[src/rtl/instruction_fetch.sv]
// Fetches one 16-bit instruction as two byte reads (high byte at PC, low byte at PC+1).
// Latency 3 cycles from start to strobe with immediate acks; waits indefinitely for mem_ack_in.
module instruction_fetch #(
    parameter logic [15:0] PC_RESET = 16'h0000
) (
    input  logic        clk_in,
    input  logic        reset_in,
    input  logic        fetch_start_in,
    input  logic        jump_en_in,
    input  logic [15:0] jump_addr_in,
    input  logic        abort_in,
    output logic        mem_req_out,
    output logic [15:0] mem_addr_out,
    input  logic        mem_ack_in,
    input  logic [7:0]  mem_data_in,
    output logic        ir_write_en_out,
    output logic [15:0] ir_data_out,
    output logic [15:0] pc_out,
    output logic        busy_out
);

    typedef enum logic [1:0] {
        IDLE   = 2'd0,
        REQ_HI = 2'd1,
        REQ_LO = 2'd2,
        WRITE  = 2'd3
    } state_t;

    state_t      state_q, state_d;
    logic [15:0] pc_q, pc_d;
    logic [7:0]  hi_q, hi_d;
    logic [15:0] ir_data_q, ir_data_d;

    always_ff @(posedge clk_in) begin
        if (reset_in) begin
            state_q   <= IDLE;
            pc_q      <= PC_RESET;
            hi_q      <= 8'h00;
            ir_data_q <= 16'h0000;
        end else begin
            state_q   <= state_d;
            pc_q      <= pc_d;
            hi_q      <= hi_d;
            ir_data_q <= ir_data_d;
        end
    end

    always_comb begin
        state_d   = state_q;
        pc_d      = pc_q;
        hi_d      = hi_q;
        ir_data_d = ir_data_q;
        case (state_q)
            IDLE: begin
                // A jump and a start in the same cycle fetch from the jump target.
                if (jump_en_in) begin
                    pc_d = jump_addr_in;
                end
                if (fetch_start_in) begin
                    state_d = REQ_HI;
                end
            end
            REQ_HI: begin
                if (abort_in) begin
                    state_d = IDLE;
                    hi_d    = 8'h00;
                end else if (mem_ack_in) begin
                    hi_d    = mem_data_in;
                    state_d = REQ_LO;
                end
            end
            REQ_LO: begin
                if (abort_in) begin
                    state_d = IDLE;
                    hi_d    = 8'h00;
                end else if (mem_ack_in) begin
                    ir_data_d = {hi_q, mem_data_in};
                    state_d   = WRITE;
                end
            end
            WRITE: begin
                // The strobe is already committed; abort only cancels the PC advance.
                state_d = IDLE;
                if (!abort_in) begin
                    pc_d = pc_q + 16'd2;
                end
            end
            default: state_d = IDLE;
        endcase
    end

    assign mem_req_out     = (state_q == REQ_HI) || (state_q == REQ_LO);
    assign mem_addr_out    = (state_q == REQ_LO) ? (pc_q + 16'd1) : pc_q;
    assign ir_write_en_out = (state_q == WRITE);
    assign ir_data_out     = ir_data_q;
    assign pc_out          = pc_q;
    assign busy_out        = (state_q != IDLE);

endmodule

[config.mk]
export PLATFORM = sky130hd
export DESIGN_NAME = instruction_fetch
export DESIGN_NICKNAME = d
export VERILOG_FILES = /design/src/rtl/instruction_fetch.sv
export SDC_FILE = /design/constraint.sdc
export NUM_CORES = 1
export LEC_CHECK = 0
export CORE_ASPECT_RATIO = 1.2
export CORE_MARGIN = 1.5
export CORE_UTILIZATION = 46
export CTS_CLUSTER_DIAMETER = 40
export DETAILED_ROUTE_END_ITERATION = 8
export PLACE_DENSITY = 0.88
export SYNTH_ARGS = -nofsm -noshare
export SYNTH_HDL_FRONTEND = slang
export SYNTH_SLANG_ARGS = --single-unit
[constraint.sdc]
create_clock -name clk_in -period 2.6 [get_ports clk_in]
set_clock_uncertainty 0.2 [all_clocks]
set_input_delay 0.26 -clock clk_in [delete_from_list [all_inputs] [get_ports clk_in]]
set_output_delay 0.26 -clock clk_in [all_outputs]
set_load 0.05 [all_outputs]
==> run summary, run 1 <==
The run finished with clean final reports. The async set-or-reset flop fraction in the synthesized netlist came out at 0. By count the netlist is led by sky130_fd_sc_hd__nand2_1 (56), sky130_fd_sc_hd__dfxtp_1 (42), sky130_fd_sc_hd__a21oi_1 (34).

The synthesized netlist contains 52 unique library cells. Final global-route overflow total: 0. In this run the remaining antenna-violating nets after routing total 0. The run gives 0.7103 as the utilization after layout.

After the first detailed-routing iteration, the DRC count stood at 267. The total number of clock tree sinks is 42. The tools report the number of placed I/O pins as 81.

The floorplan step set the die height to 81.86 um. Clock latency on the worst-skew pair, taken at its later pin, is 0.29 ns. The tools report the root buffer cell as sky130_fd_sc_hd__clkbuf_8. In the post-synthesis netlist, the cell with the most instances is sky130_fd_sc_hd__nand2_1. For the net count after synthesis, the log shows 349. The routed design has 7.008 mm of wire.

Summed over all instances, the cell type with the most area after synthesis is sky130_fd_sc_hd__dfxtp_1. The area of the mapped netlist is 2384 um2, and the die footprint is 5624 um2. For the final routed DRC violation total, the log shows 0. Synthesis produced 313 cells.

Hold repair after CTS inserted 0 buffers. The sequential-to-total area share from yosys stat was 0.3528; the number of H-tree levels was 2. The start of the worst register-to-register path was state_q[0]. The number of pins with negative max-slew slack in the final report is 0, and the register bit total from synthesis is 42.

At the pin with the least slew margin, the transition time is 0.6732 ns. For the arrival time of data at the critical path endpoint, the log shows 2.04 ns. The floorplan step set the die width to 68.71 um. For the post-detailed-placement half-perimeter wirelength, the log shows 5.080 mm. For the initial core utilization, the log shows 0.4791.

The worst hold-check path type was register to register. The first global-routing pass estimated 11.26 mm of wire. For the via count of the first global-routing pass, the log shows 2443. The number of standard-cell rows in the floorplan is 28.

The share of Yosys cell area claimed by the top area cell type is 0.3528, and the register clock-pin slew on the reported worst setup and hold paths is 0.08 ns. The switching portion of total power was 0.3729. The design draws 1.830 mW. Share of total power in the clock network: 0.227. For the net switching power of the design, the log shows 0.6825 mW. The number of buffers added by the clock tree synthesis step is 5.

In the synthesized netlist the dominant register cell turns out to be sky130_fd_sc_hd__dfxtp_1. The count of TritonRoute iterations in the first routing pass is 4, and the count of instances resized after the clock tree is built is 0. In this run the static leakage power is 1.317 nW. Yosys mapped a number of flops with a built-in enable equal to 0.

For the total global routing track utilization, the log shows 0.2619. The worst setup path is captured at a primary output. Power spread over the standard cell area amounts to 518.0 nW/um2. Each instance of the synthesized netlist takes up on average 7.615 um2. The count of input and output buffers works out to 80.

Setup repair after global routing left no endpoint under its margin. The number of vias per cell was 5.707; the last weighted congestion value of the routability-driven placer was 0.9397. The final number of hold-violating endpoints came out at 0. The final routed wire length divided by cell count is 15.44 um, and the initial antenna violation count is 0. 0 antenna diodes ended up in the layout. The core region is 4975 um2. Derived from the worst setup path, the maximum achievable clock frequency is 400.6 MHz. The most critical setup path has its startpoint at pc_out[1].

The total setup buffers inserted after CTS is 0. The post-layout minimum cycle time came out at 2.496 ns. The run gives 2.14 ns as the worst endpoint required time. Entering global routing, the biggest net connects 38 pins. The internal power of the cells totals 1.148 mW. The area growth from synthesis to layout is 48.24%. For the sequential power share, the log shows 0.401. The part of the cycle the worst path needs works out to 0.9601. Ranked by total cell area, the synthesized netlist is headed by sky130_fd_sc_hd__dfxtp_1 (35%), sky130_fd_sc_hd__nand2_1 (8.8%), sky130_fd_sc_hd__a21oi_1 (7.1%).

The logs give 0.372 for the fraction of power consumed by combinational cells and 2591 for the total vias in the final route. The largest buffer count on any clock path is 2, and the normalized max-slew margin is 0.5512. TritonCTS built the clock tree.

The count of synthesis-stage warnings from yosys came out at 0. The worst-case IR drop observed on VDD is 0.4370 mV. The startpoint identified for the worst hold timing path is hi_q[6].

Startpoint type of the worst setup path: a register. The kind of critical path was register to primary output. Setup violations remaining at the end of the flow were counted as 0. Max-cap violations in this run came to 0. Of all nets on the critical path, the largest fanout is 8. For this run, the post-layout net count is 429. The fraction of final layout cells with drive strength greater than 1 is 0.1421.
[final timing paths]
kind	to	slack, ns	cells past startpoint
setup reg to reg	pc_out[1]	0.26	7
setup / recovery	mem_addr_out[13]	0.10	7
hold / removal	hi_q[6]	0.26	2
hold reg to reg	hi_q[6]	0.26	2
[cells in the final DEF, fill, tap and decap left out, drive strengths merged, types with 4 or more instances in the layout]
master,n
buf,29
and3,5
and2,4
dfxtp,42
inv,10
xor2,6
a21oi,34
nor2b,9
nand3,18
o22ai,4
xnor2,9
o21ai,15
clkbuf,6
nor3,6
nor2,16
and4,4
nand2b,4
clkdlybuf4s50,62
ha,6
nand2,56
[stage by stage]
| stage | hold WS [ns] | cells | worst slack [ns] | setup TNS [ns] | instance area, um2 |
|---|---|---|---|---|---|
| after floorplan | 0.1960 | 313 | -0.05057 | -0.08189 | 2431 |
| final | 0.2567 | 454 | 0.1038 | 0 | 3533 |
| after global placement | 0.2409 | 446 | 0.3030 | 0 | 3415 |
| after CTS | 0.2592 | 454 | -0.01147 | -0.01147 | 3501 |
| after global routing | 0.2768 | 454 | 0.01873 | 0 | 3533 |
| after detailed placement | 0.2477 | 446 | 0.2682 | 0 | 3415 |
[power by group through the flow]
stage               Sequential [mW]  Combinational (mW)  Clock [mW]
finish                        0.734               0.681       0.415
global route                  0.739               0.723       0.447
CTS                           0.731               0.678       0.420
detailed placement            0.746               0.675           0
global placement              0.743               0.665           0
floorplan                     0.834               0.312           0
[state kept, by name (all words and copies together) (netlist names)]
signal	flops
ir_data_out	16
pc_out	16
hi_q	8
state_q	2
[cell families (layout without fill, tap and decap cells)]
logic type	Yosys count	count (layout)	share of synthesized area
compound gates	75	75	0.1900
xor+xnor	15	15	0.05512
fa+ha+maj	6	6	0.03150
buf+inv	30	111	0.05512
flops	42	42	0.3528
mux	3	3	0.01365
simple gates	142	142	0.3018
[routing by layer]
| layer | global-route usage | vias to the layer above | wire length [um] | part of all wire |
|---|---|---|---|---|
| met2 | 0.4625 | 129 | 3551 | 0.51 |
| met3 | 0.04658 | 16 | 622 | 0.089 |
| li1 | - | 1249 | - | - |
| met5 | 0 | - | 0 | 0 |
| met1 | 0.3116 | 1197 | 2687 | 0.38 |
| met4 | 0.09608 | 0 | 146 | 0.021 |
[area by class of cell]
type | instances | area, um2
fill | 382 | 1441
tap | 60 | 75.07
inverter | 11 | 41.29
timing repair buffer | 92 | 1001
multi-input combinational | 241 | 1486
sequential | 42 | 843.3
clock buffer | 6 | 72.57
clock inverter | 2 | 13.76
[critical path, cell delays in order, from the launching register on]
cell,delay [ns]
sky130_fd_sc_hd__dfxtp_2,0.40
sky130_fd_sc_hd__ha_2,0.24
sky130_fd_sc_hd__and4_4,0.27
sky130_fd_sc_hd__nand4_1,0.16
sky130_fd_sc_hd__buf_4,0.20
sky130_fd_sc_hd__nor2_2,0.13
sky130_fd_sc_hd__xnor2_2,0.16
sky130_fd_sc_hd__buf_12,0.18
(Power assumes the default switching activity.)
==> run 2, diff against run 1 <==
--- a/config.mk
+++ b/config.mk
@@ -7,10 +7,10 @@
 export LEC_CHECK = 0
 export CORE_ASPECT_RATIO = 1.2
 export CORE_MARGIN = 1.5
-export CORE_UTILIZATION = 46
+export CORE_UTILIZATION = 49
 export CTS_CLUSTER_DIAMETER = 40
 export DETAILED_ROUTE_END_ITERATION = 8
-export PLACE_DENSITY = 0.88
+export PLACE_DENSITY = 0.92
 export SYNTH_ARGS = -nofsm -noshare
 export SYNTH_HDL_FRONTEND = slang
 export SYNTH_SLANG_ARGS = --single-unit
==> constraint.sdc (replaced) <==
create_clock -name clk_in -period 3 [get_ports clk_in]
set_clock_uncertainty 0.2 [all_clocks]
set_input_delay 0.3 -clock clk_in [delete_from_list [all_inputs] [get_ports clk_in]]
set_output_delay 0.3 -clock clk_in [all_outputs]
set_load 0.05 [all_outputs]
==> run summary, run 2 (synthesis gave the netlist of run 1 again) <==
Switching portion of total power: 0.3561. The top cell types in the final layout, fill and taps aside, are sky130_fd_sc_hd__clkdlybuf4s50_1 (69), sky130_fd_sc_hd__nand2_1 (56), sky130_fd_sc_hd__dfxtp_1 (42), sky130_fd_sc_hd__a21oi_1 (34), sky130_fd_sc_hd__nand3_1 (18). The normalized max-slew margin came out at 0.5723.

The worst hold-check path type is register to register. After detailed routing, the met3 layer carries 506 um of wire. Using the TritonRoute via totals, the vias-per-cell ratio works out to 5.800.

Summed over all nets, the half-perimeter wirelength after detailed placement is 4.822 mm. TritonCTS built the clock tree. The tools report the initial antenna violation count as 0. The root buffer cell chosen for the clock tree is sky130_fd_sc_hd__clkbuf_8. Setup repair after global routing left no endpoint under its margin.

Input and output buffers added on the ports amount to 80. Measured in cells, the most critical reg-to-reg path has a length of 6. Initial core utilization: 0.5150. The internal power of the cells totals 1.049 mW. The number of nets with antenna violations after detailed routing came out at 0.

For the utilization after layout, the log shows 0.7313. The floorplan step defined a core boundary enclosing 4628 um2. The fraction of final layout cells with drive strength greater than 1 was 0.08440; the part of the cycle the worst path needs was 0.9579. The total vias in the final route was 2604; the maximum cell stage delay along the critical path was 0.81 ns. The transition time of the tightest slew-check pin came out at 0.6415 ns. In this run the critical register-to-register path is captured at pc_out[15].

The area growth from synthesis to layout is 41.99%. The analysis attributes to cell leakage a power of 1.245 nW. The tools report the global-route wire length before repair as 10.75 mm.

The sequential cells in the finished layout cover a total of 840.8 um2. At the worst endpoint, the required time is 2.50 ns. The die covers 5294 um2. The logs give 0 for the final global-route overflow total and 187 for the number of DRC markers after the initial detailed-route iteration.

For the total global routing track utilization, the log shows 0.2569. Clock-pin slew was measured on the worst setup and hold paths at 0.08 ns. The die width came out at 66.67 um. The net switching power of the design was 0.5800 mW; the largest buffer count on any clock path was 2. The sequential power share is 0.387, and the max-capacitance violation count is 0. The tools report the startpoint type of the worst setup path as a register. Leaving out fill and tap cells, the most frequent cell in the layout is sky130_fd_sc_hd__clkdlybuf4s50_1. Entering global routing, the biggest net connects 38 pins.

The share of total power in the clock network is 0.274, and the number of placed I/O pins is 81. The run gives 348.0 MHz as the maximum achievable frequency. Summed over all layers, the routed wires come to 6.640 mm.

The total power density per cell area was 481.3 nW/um2; the post-layout minimum cycle time was 2.874 ns. The run gives 3.413 mm as the routed wire length on met2. Buffers inserted to repair hold after CTS numbered 0.

The tools report the final number of hold-violating endpoints as 0. Kind of critical path: register to primary output. The logs give 0 for the final routed DRC violation total and 0.29 ns for the clock latency of the later-clocked register in the worst-skew pair.

Setup total negative slack on the finished layout was measured at 0 ns. The fraction of power consumed by combinational cells is 0.339, and the routed metal-1 wire length is 2.612 mm. The number of pins with negative max-slew slack in the final report was 0; the area of the multi-input gates was 1424 um2. VDD sags by at most 0.3494 mV. Total number of clock tree sinks: 42. In this run the top signal layer used is met4.

The tools report the launch point of the critical path as state_q[0]. Before antenna repair, the detailed router went through 5 iterations. In this run the vertical extent of the chip is 79.40 um. 0 antenna diodes ended up in the layout. The congestion estimate from routability-driven global placement came to 0.9150. The run finished with clean final reports. The logs give 2 for the number of H-tree levels and 2.37 ns for the arrival time of data at the critical path endpoint.

The run gives 357 as the number of filler cells placed in the layout. The reg2reg setup slack is 0.43 ns, and the number of buffers added by the clock tree synthesis step is 5. The timing endpoint of the critical path was mem_addr_out[4]. For the via count of the first global-routing pass, the log shows 2406. Start of the worst register-to-register path: state_q[0]. Dividing the detail-routed wire length by the instance count gives 14.79 um. The slowest stage of the critical path is the sky130_fd_sc_hd__clkdlybuf4s50_1 cell. After the last flow step, the layout net total stands at 426. The count of final setup violators is 0.

After floorplanning, the core was divided into 27 placement rows. Of all nets on the critical path, the largest fanout is 8. The worst setup path is captured at a primary output.

Traced cell by cell, the critical path runs through inv_1, ha_1, and4_1, xor2_1, clkdlybuf4s50_1.
## run 2: cell count changes in the layout (fill, tap and decap cells not counted), sizes merged
cell	delta
buf	-10
clkinvlp	+1
bufinv	+1
clkdlybuf4s50	+7
clkinv	-2
## run 2: metal layers
layer | vias to the layer above | GRT usage
li1 | 1250 | -
met1 | 1215 | 0.3035
met2 | 123 | 0.4600
met3 | 16 | 0.04372
met4 | 0 | 0.08980
met5 | - | 0
## run 2: power groups by stage
stage,Clock [mW],Sequential [mW],Combinational [mW]
5_1_grt,0.468,0.635,0.581
3_3_place_gp,0,0.640,0.540
3_5_place_dp,0,0.643,0.548
2_1_floorplan,0,0.720,0.266
4_1_cts,0.448,0.629,0.551
6_report,0.446,0.631,0.552
## run 2: worst min path at each step
stage                            to  depth (start not counted)    start
finish              ir_data_out[12]                          2  hi_q[4]
global route        ir_data_out[12]                          2  hi_q[4]
CTS                         hi_q[7]                          2  hi_q[7]
detailed placement   ir_data_out[9]                          2  hi_q[1]
global placement    ir_data_out[15]                          2  hi_q[7]
floorplan                   hi_q[0]                          2  hi_q[0]
## run 2: what timing repair did
item                       4_1_cts  5_1_grt
setup buffers                    0        0
setup endpoints to repair        0        2
gates resized for setup          0        2
## run 2: final cells by class
cell class,instances,share of cell area
Inverter,11,0.01220
Clock inverter,2,0.01109
Sequential cell,42,0.2484
Clock buffer,6,0.02144
Multi-Input combinational cell,241,0.4207
Tap cell,58,0.02144
Timing Repair Buffer,89,0.2647
## run 2: through the flow
stage | std cells | hold WS, ns | power, mW | setup slack, ns | cell area (um2)
floorplan | 313 | 0.2321 | 0.9856 | 0.05397 | 2391
global placement | 441 | 0.2378 | 1.180 | 0.4460 | 3267
detailed placement | 441 | 0.2435 | 1.191 | 0.3808 | 3267
CTS | 449 | 0.2552 | 1.628 | 0.05234 | 3377
global route | 449 | 0.2816 | 1.684 | 0.02532 | 3385
finish | 449 | 0.2566 | 1.629 | 0.1263 | 3385
## run 2: worst max-delay path, delay by kind of cell, from the launching register on
family / cells / cell delay (ns)
xor+xnor: 1 / 0.15
fa+ha+maj: 1 / 0.37
buf+inv: 2 / 0.90
flops: 1 / 0.35
simple gates: 1 / 0.32
